===== src/rtl/piso_pkg.sv =====
// Shared types and helpers for the PISO serializer.
// Optional feature macro used by the top: PISO_PARITY_EN.
package piso_pkg;

  typedef enum logic {
    ST_IDLE  = 1'b0,
    ST_SHIFT = 1'b1
  } state_e;

  // Per-word bit order selector values.
  localparam logic ORDER_MSB = 1'b0;
  localparam logic ORDER_LSB = 1'b1;

  // Number of serial beats per frame, including the optional parity bit.
  function automatic int frame_len(input int width, input bit parity);
    return parity ? width + 1 : width;
  endfunction

endpackage


===== src/rtl/piso_serializer_hs.sv =====
// Parallel-in/serial-out serializer with valid/ready on both sides.
// A word is captured with its bit order and shifted out one bit per
// accepted output beat; a new word may load on the last-bit beat so
// frames run back to back with no idle cycle.
// Build option: define PISO_PARITY_EN to append an even-parity bit.
module piso_serializer_hs
  import piso_pkg::*;
#(
  parameter int WIDTH = 8,
  parameter int CNT_W = $clog2(WIDTH + 1)
) (
  input  logic             clk,
  input  logic             rst_n,
  input  logic             s_valid,
  output logic             s_ready,
  input  logic [WIDTH-1:0] s_data,
  input  logic             s_lsb_first,
  output logic             dout,
  output logic             dout_valid,
  input  logic             dout_ready,
  output logic             dout_first,
  output logic             dout_last,
  output logic             busy
);

`ifdef PISO_PARITY_EN
  localparam bit PAR_EN = 1'b1;
`else
  localparam bit PAR_EN = 1'b0;
`endif

  localparam int              FRAME_LEN = frame_len(WIDTH, PAR_EN);
  localparam logic [CNT_W-1:0] LAST_CNT = CNT_W'(FRAME_LEN - 1);

  state_e           r_state;
  logic [WIDTH-1:0] r_shreg;
  logic [CNT_W-1:0] r_cnt;
  logic             r_lsb;

  logic w_shift;
  logic w_first;
  logic w_last;
  logic w_accept;
  logic w_beat;
  logic w_data_bit;
  logic w_bit;

`ifdef PISO_PARITY_EN
  logic r_par;
`endif

  // Frame flags and handshakes; outputs depend only on registered state,
  // s_ready is the one output that looks at dout_ready.
  always_comb begin
    w_shift    = (r_state == ST_SHIFT);
    w_first    = w_shift && (r_cnt == '0);
    w_last     = w_shift && (r_cnt == LAST_CNT);
    s_ready    = !w_shift || (w_last && dout_ready);
    w_accept   = s_valid && s_ready;
    w_beat     = w_shift && dout_ready;
    w_data_bit = (r_lsb == ORDER_LSB) ? r_shreg[0] : r_shreg[WIDTH-1];
`ifdef PISO_PARITY_EN
    // Counter value WIDTH is the beat after all data bits: the parity slot.
    w_bit      = (r_cnt == CNT_W'(WIDTH)) ? r_par : w_data_bit;
`else
    w_bit      = w_data_bit;
`endif
  end

  assign dout       = w_shift && w_bit;
  assign dout_valid = w_shift;
  assign dout_first = w_first;
  assign dout_last  = w_last;
  assign busy       = w_shift;

  // FSM, shift register and beat counter. Accept wins over the plain
  // last-beat return to IDLE so a waiting word loads with no gap.
  always_ff @(posedge clk or negedge rst_n) begin
    if (!rst_n) begin
      r_state <= ST_IDLE;
      r_shreg <= '0;
      r_cnt   <= '0;
      r_lsb   <= ORDER_MSB;
    end else if (w_accept) begin
      r_state <= ST_SHIFT;
      r_shreg <= s_data;
      r_cnt   <= '0;
      r_lsb   <= s_lsb_first;
    end else if (w_beat) begin
      if (w_last) begin
        r_state <= ST_IDLE;
        r_shreg <= '0;
        r_cnt   <= '0;
        r_lsb   <= ORDER_MSB;
      end else begin
        r_cnt   <= r_cnt + 1'b1;
        r_shreg <= (r_lsb == ORDER_LSB) ? {1'b0, r_shreg[WIDTH-1:1]}
                                        : {r_shreg[WIDTH-2:0], 1'b0};
      end
    end
  end

`ifdef PISO_PARITY_EN
  // Even parity of the captured word; bit order does not affect it.
  always_ff @(posedge clk or negedge rst_n) begin
    if (!rst_n)                r_par <= 1'b0;
    else if (w_accept)         r_par <= ^s_data;
    else if (w_beat && w_last) r_par <= 1'b0;
  end
`endif

endmodule

===== config.mk =====
export PLATFORM = sky130hd
export DESIGN_NAME = piso_serializer_hs
export DESIGN_NICKNAME = d
export VERILOG_FILES = /design/src/rtl/piso_pkg.sv /design/src/rtl/piso_serializer_hs.sv
export SDC_FILE = /design/constraint.sdc
export NUM_CORES = 1
export LEC_CHECK = 0
export ABC_CLOCK_PERIOD_IN_PS = 3500
export BUFFER_PORTS_ARGS = -buffer_cell sky130_fd_sc_hd__buf_2
export CAP_MARGIN = 20
export CORE_ASPECT_RATIO = 1.1
export CORE_UTILIZATION = 56
export CTS_BUF_LIST = sky130_fd_sc_hd__clkbuf_16
export CTS_CLUSTER_SIZE = 30
export DETAILED_ROUTE_END_ITERATION = 10
export PLACE_DENSITY = 0.82
export SLEW_MARGIN = 5
export SYNTH_ARGS = -nofsm -noshare
export SYNTH_HDL_FRONTEND = slang
export SYNTH_SLANG_ARGS = --single-unit

===== constraint.sdc =====
create_clock -name clk -period 3.5 [get_ports clk]
set_input_delay 0.525 -clock clk [delete_from_list [all_inputs] [get_ports clk]]
set_output_delay 0.525 -clock clk [all_outputs]
set_load 0.02 [all_outputs]

## Word level (Yosys, flattened, before mapping)

Index checks and enable logic that the tools add are counted.

| word-level totals | value |
|---|---|
| flip-flop bits (word level) | 14 |
| input port bits | 13 |
| output and inout bits | 6 |
| word-level logic and storage cells | 30 |

| operators by class | value |
|---|---|
| add/subtract/negate cells | 1 |
| eq/ne operators | 1 |
| mux-type cells | 12 |
| reduce and logical (&&, ||, !) cells | 12 |

Operators by type and width:

| cell | number |
|---|---|
| $mux W8 | 4 |
| $mux W4 | 3 |
| $logic_and A1 B1 Y1 | 6 |
| $mux W1 | 5 |
| $add A4 B1 Y4 const B | 1 |
| $eq A4 B3 Y1 const B | 1 |
| $logic_not A4 Y1 | 1 |
| $reduce_bool A2 Y1 | 2 |
| $reduce_and A2 Y1 | 1 |
| $logic_not A1 Y1 | 1 |
| $logic_or A1 B1 Y1 | 1 |

## Depth between registers and ports, before layout

| depth | value |
|---|---|
| depth in word-level cells | 7 |
| mapped depth | 5 |
| mapped depth without buffers | 4 |

## Least setup slack after synthesis

OpenSTA, ideal clock, no wires.

| timing | value |
|---|---|
| path kind | register to output |
| start | register r_state (netlist: busy) |
| end | output dout_first |
| arrival | 1466 ps |
| required time | 2975 ps |
| slack | 1509 ps |
| cell stages (with the launch flop) | 4 |
| buffers on the path | 1 |
| cells stage by stage | dfrtp_1 buf_6 inv_1 nor4b_1 |

| on the way | value |
|---|---|
| longest elaborated chain between the ends | 1 |

RTL lines:

| element | RTL line | source |
|---|---|---|
| from (decl) | piso_serializer_hs.sv:35 | `state_e r_state;` |
| from (signal assigned) | piso_serializer_hs.sv:80 | `r_state <= ST_IDLE;` |
| from (signal assigned) | piso_serializer_hs.sv:85 | `r_state <= ST_SHIFT;` |
| from (signal assigned) | piso_serializer_hs.sv:91 | `r_state <= ST_IDLE;` |
| $logic_and A1 B1 Y1 | piso_serializer_hs.sv:56 | `w_first = w_shift && (r_cnt == '0);` |
| to (decl) | piso_serializer_hs.sv:21 | `output logic dout_first,` |

Every way passes these cells.

## Worst setup path in the final report

Ends and elaborated chain as after synthesis.

==> impl_summary.log <==
[metrics] flop2flop setup slack: approximately 1.7 ns
[metrics] maximum clock skew at final layout: 0.00332 ns
[metrics] power density over the cells: 762 mW/mm^2
[metrics] Root Buffer: clkbuf_16
[metrics] average cell area after synthesis: 10.2 sq um
[metrics] top-level port count: 19
[metrics] setup slack at placement: 1.69 ns
[metrics] placed instance area: 945 sq um
[metrics] final-report max-slew violation count: 0
[metrics] most frequent cells in the layout: buf_2, dfrtp_1, inv_1, nand2_1, mux2i_1
[metrics] Final setup viols: 0
[metrics] type of the worst setup path: flip-flop to output port
[metrics] Distinct cells, synth: 24
[metrics] detailed placement HPWL: between 1000 and 1500 um
[metrics] register area share after synthesis: 39.9%
[metrics] achievable frequency: 0.506 GHz
[metrics] Total Die Area: 0.00173 sq mm
[metrics] clock tree buffer depth: 2
[metrics] CP required: 2.97 ns
[metrics] global-route wire length before repair: 2880 um
[metrics] Post-Layout Inst Area: 0.00102 sq mm
[metrics] largest net degree at the start of global routing: 15
[metrics] number of design-rule violations left by the first detailed-router iteration: 15
[metrics] antenna violations before repair: 0
[metrics] count of cells resized by post-cts repair: 0
[metrics] vias per inst: 5.77
[metrics] via count: 687
[metrics] startpoint of the most critical register-to-register path: busy$_DFFE_PN0P_
[metrics] end point of the critical path: dout_first
[metrics] Placer Congestion: 0.762
[metrics] port bufs: 18
[metrics] die height: 43.5 um
[metrics] post-synth design cell area: 877 sq um
[metrics] CTS H-tree lvls: 1
[metrics] Reg clk slew, reported paths: 0.05 ns
[metrics] VDD IR max: 399 uV
[metrics] first-pass iteration count of the detailed router: 4
[metrics] status: complete, no violations
[metrics] post-layout net count: 119
[metrics] number of hold buffers added after CTS: 0
[metrics] CP startpoint: busy$_DFFE_PN0P_
[metrics] layout cells sized above 1: 30.1%
[metrics] cell with the largest stage delay on the worst path: dfrtp_1
[metrics] total negative slack: 0 ns
[metrics] highest net fanout along the worst path: 11
[metrics] total clock buffers created by CTS: 3
[metrics] clock latency on the worst-skew pair: roughly 0.25 ns
[metrics] post-route setup slack: 1.52 ns
[metrics] Static Leakage: 0.509 nW
[metrics] post-route minimum period: just under 2 ns
[metrics] tightest hold margin: around 0.17 ns
[metrics] crit-path max cell delay: 0.53 ns
[metrics] post-detailed-route DRC marker count: 0
[metrics] area of the core: 0.00142 sq mm
[metrics] class of the tightest hold or removal check: primary input to async pin
[metrics] Final Routed Wirelength: 1790 um
[metrics] syn_nets: 101
[metrics] count of antenna diodes in the layout: 0
[metrics] final routed wire length divided by cell count: 15.0 um
[metrics] critical path launch point type: flip-flop
[metrics] Post CTS Setup Buffer Count: 0
[metrics] ordered list of cells on the worst path: inv_1 -> nor4b_1 -> buf_2
[metrics] TritonCTS clock tree: done
[metrics] logic depth of the worst register-to-register path: 3
[metrics] number of maximum-capacitance constraint violations: 0
[metrics] type of destination of the critical path: output port
[metrics] commonest non-fill, non-tap cell in the layout: buf_2
[metrics] headroom to the max-slew limit: between 30% and 40%
[metrics] Die X-Extent: 39.7 um
[metrics] site row count: 14
[metrics] sink count of the clock tree: 14
[metrics] initial cell density of the core: 61.8%
[metrics] period utilisation layout: 56.5%
[metrics] unrepaired setup endpoints after global routing: no
[metrics] reg-to-reg endpoint: r_cnt[2]$_DFFE_PN0P_
[metrics] Arr. time, crit path: 1.45 ns
[metrics] FF+latch count, synth: 14
[metrics] final-report hold violation count: 0
[metrics] overall fraction of global-route tracks in use: 24.7%
[metrics] total of warnings raised by yosys: 0
[metrics] GR Overflow Total: 0
[metrics] layout overhead on the synthesized area: 16.7%
[metrics] post-synthesis instance total: 86
[metrics] number of nets with antenna violations after detailed routing: 0
[metrics] number of global-route vias before repair: 617
[metrics] measured slew at the worst slew-check pin: 0.960 ns
==> kinds of logic after synthesis <==
kind of cell               count (synthesis)  share of synthesized area [%]
muxes                                      9                           10.3
and+or+nand+nor                           26                           15.8
buffers and inverters                     18                           10.4
DFF                                       14                           39.9
adders and majority gates                  2                           2.85
AOI/OAI and AO/OA                         17                           20.7
==> critical path, delay by kind of cell (launching register included) <==
family / cells / cell delay (ns)
buf+inv: 2 / 0.36
flops: 1 / 0.53
simple gates: 1 / 0.31
==> how the worst min path moves through the flow <==
stage               cells past startpoint  slack [ns]                      to
finish                                  1        0.17       r_lsb$_DFFE_PN0P_
global route                            1        0.20  r_shreg[7]$_DFFE_PN0P_
CTS                                     1        0.19        busy$_DFFE_PN0P_
detailed placement                      1        0.45       r_lsb$_DFFE_PN0P_
global placement                        1        0.44       r_lsb$_DFFE_PN0P_
floorplan                               0        0.23        busy$_DFFE_PN0P_
==> flip-flops by register name, summed over array words and instances, names as in the netlist <==
signal and cells:
busy 1, r_cnt 4, r_lsb 1, r_shreg 8
==> Yosys cell counts (all sizes together) <==
cell / number / area share [%]
mux2i: 9 / 10
nand3b: 1 / 0.86
dfrtp: 14 / 40
nand3: 3 / 2.3
a21boi: 1 / 0.86
a21bo: 1 / 1.1
a41oi: 1 / 1.0
nand4b: 1 / 1.7
o21ai: 3 / 1.7
buf: 5 / 4.8
o221ai: 9 / 15
o22ai: 1 / 0.71
a21oi: 1 / 0.57
inv: 13 / 5.6
nor4b: 1 / 1.0
nor2: 2 / 0.86
ha: 2 / 2.9
nand2b: 4 / 2.9
or3: 1 / 0.71
nand2: 13 / 5.6
==> per-layer routing <==
layer  track usage [%]  wire length, um  vias to the layer above
met5                 0                0                        -
met4              6.21               21                        0
met3              6.15               81                        3
met2              36.7              847                       22
met1              35.7              836                      327
li1                  -                -                      335
==> report_power, final <==
group | switching, mW | internal, mW
sequential | 0.0794 | 0.224
clock | 0.0697 | 0.151
combinational | 0.133 | 0.122
==> per-stage QoR <==
step | power [mW] | instances | util, %
after detailed placement | 0.560 | 115 | 66.6
final | 0.779 | 119 | 72.1
after global placement | 0.544 | 115 | 66.6
after CTS | 0.782 | 119 | 72.1
after floorplan | 0.492 | 86 | -
after global routing | 0.831 | 119 | 72.1
==> layout make-up <==
class                   instances  area, sq um
clock buffers                   3         75.1
clock inverters                 1         3.75
fillers                       103          395
inverters                      13         48.8
multi-input cells              54          435
flip-flops and latches         14          350
well taps                      16         20.0
repair buffers                 18         90.1
No activity file was read; power rests on OpenSTA's default activity.
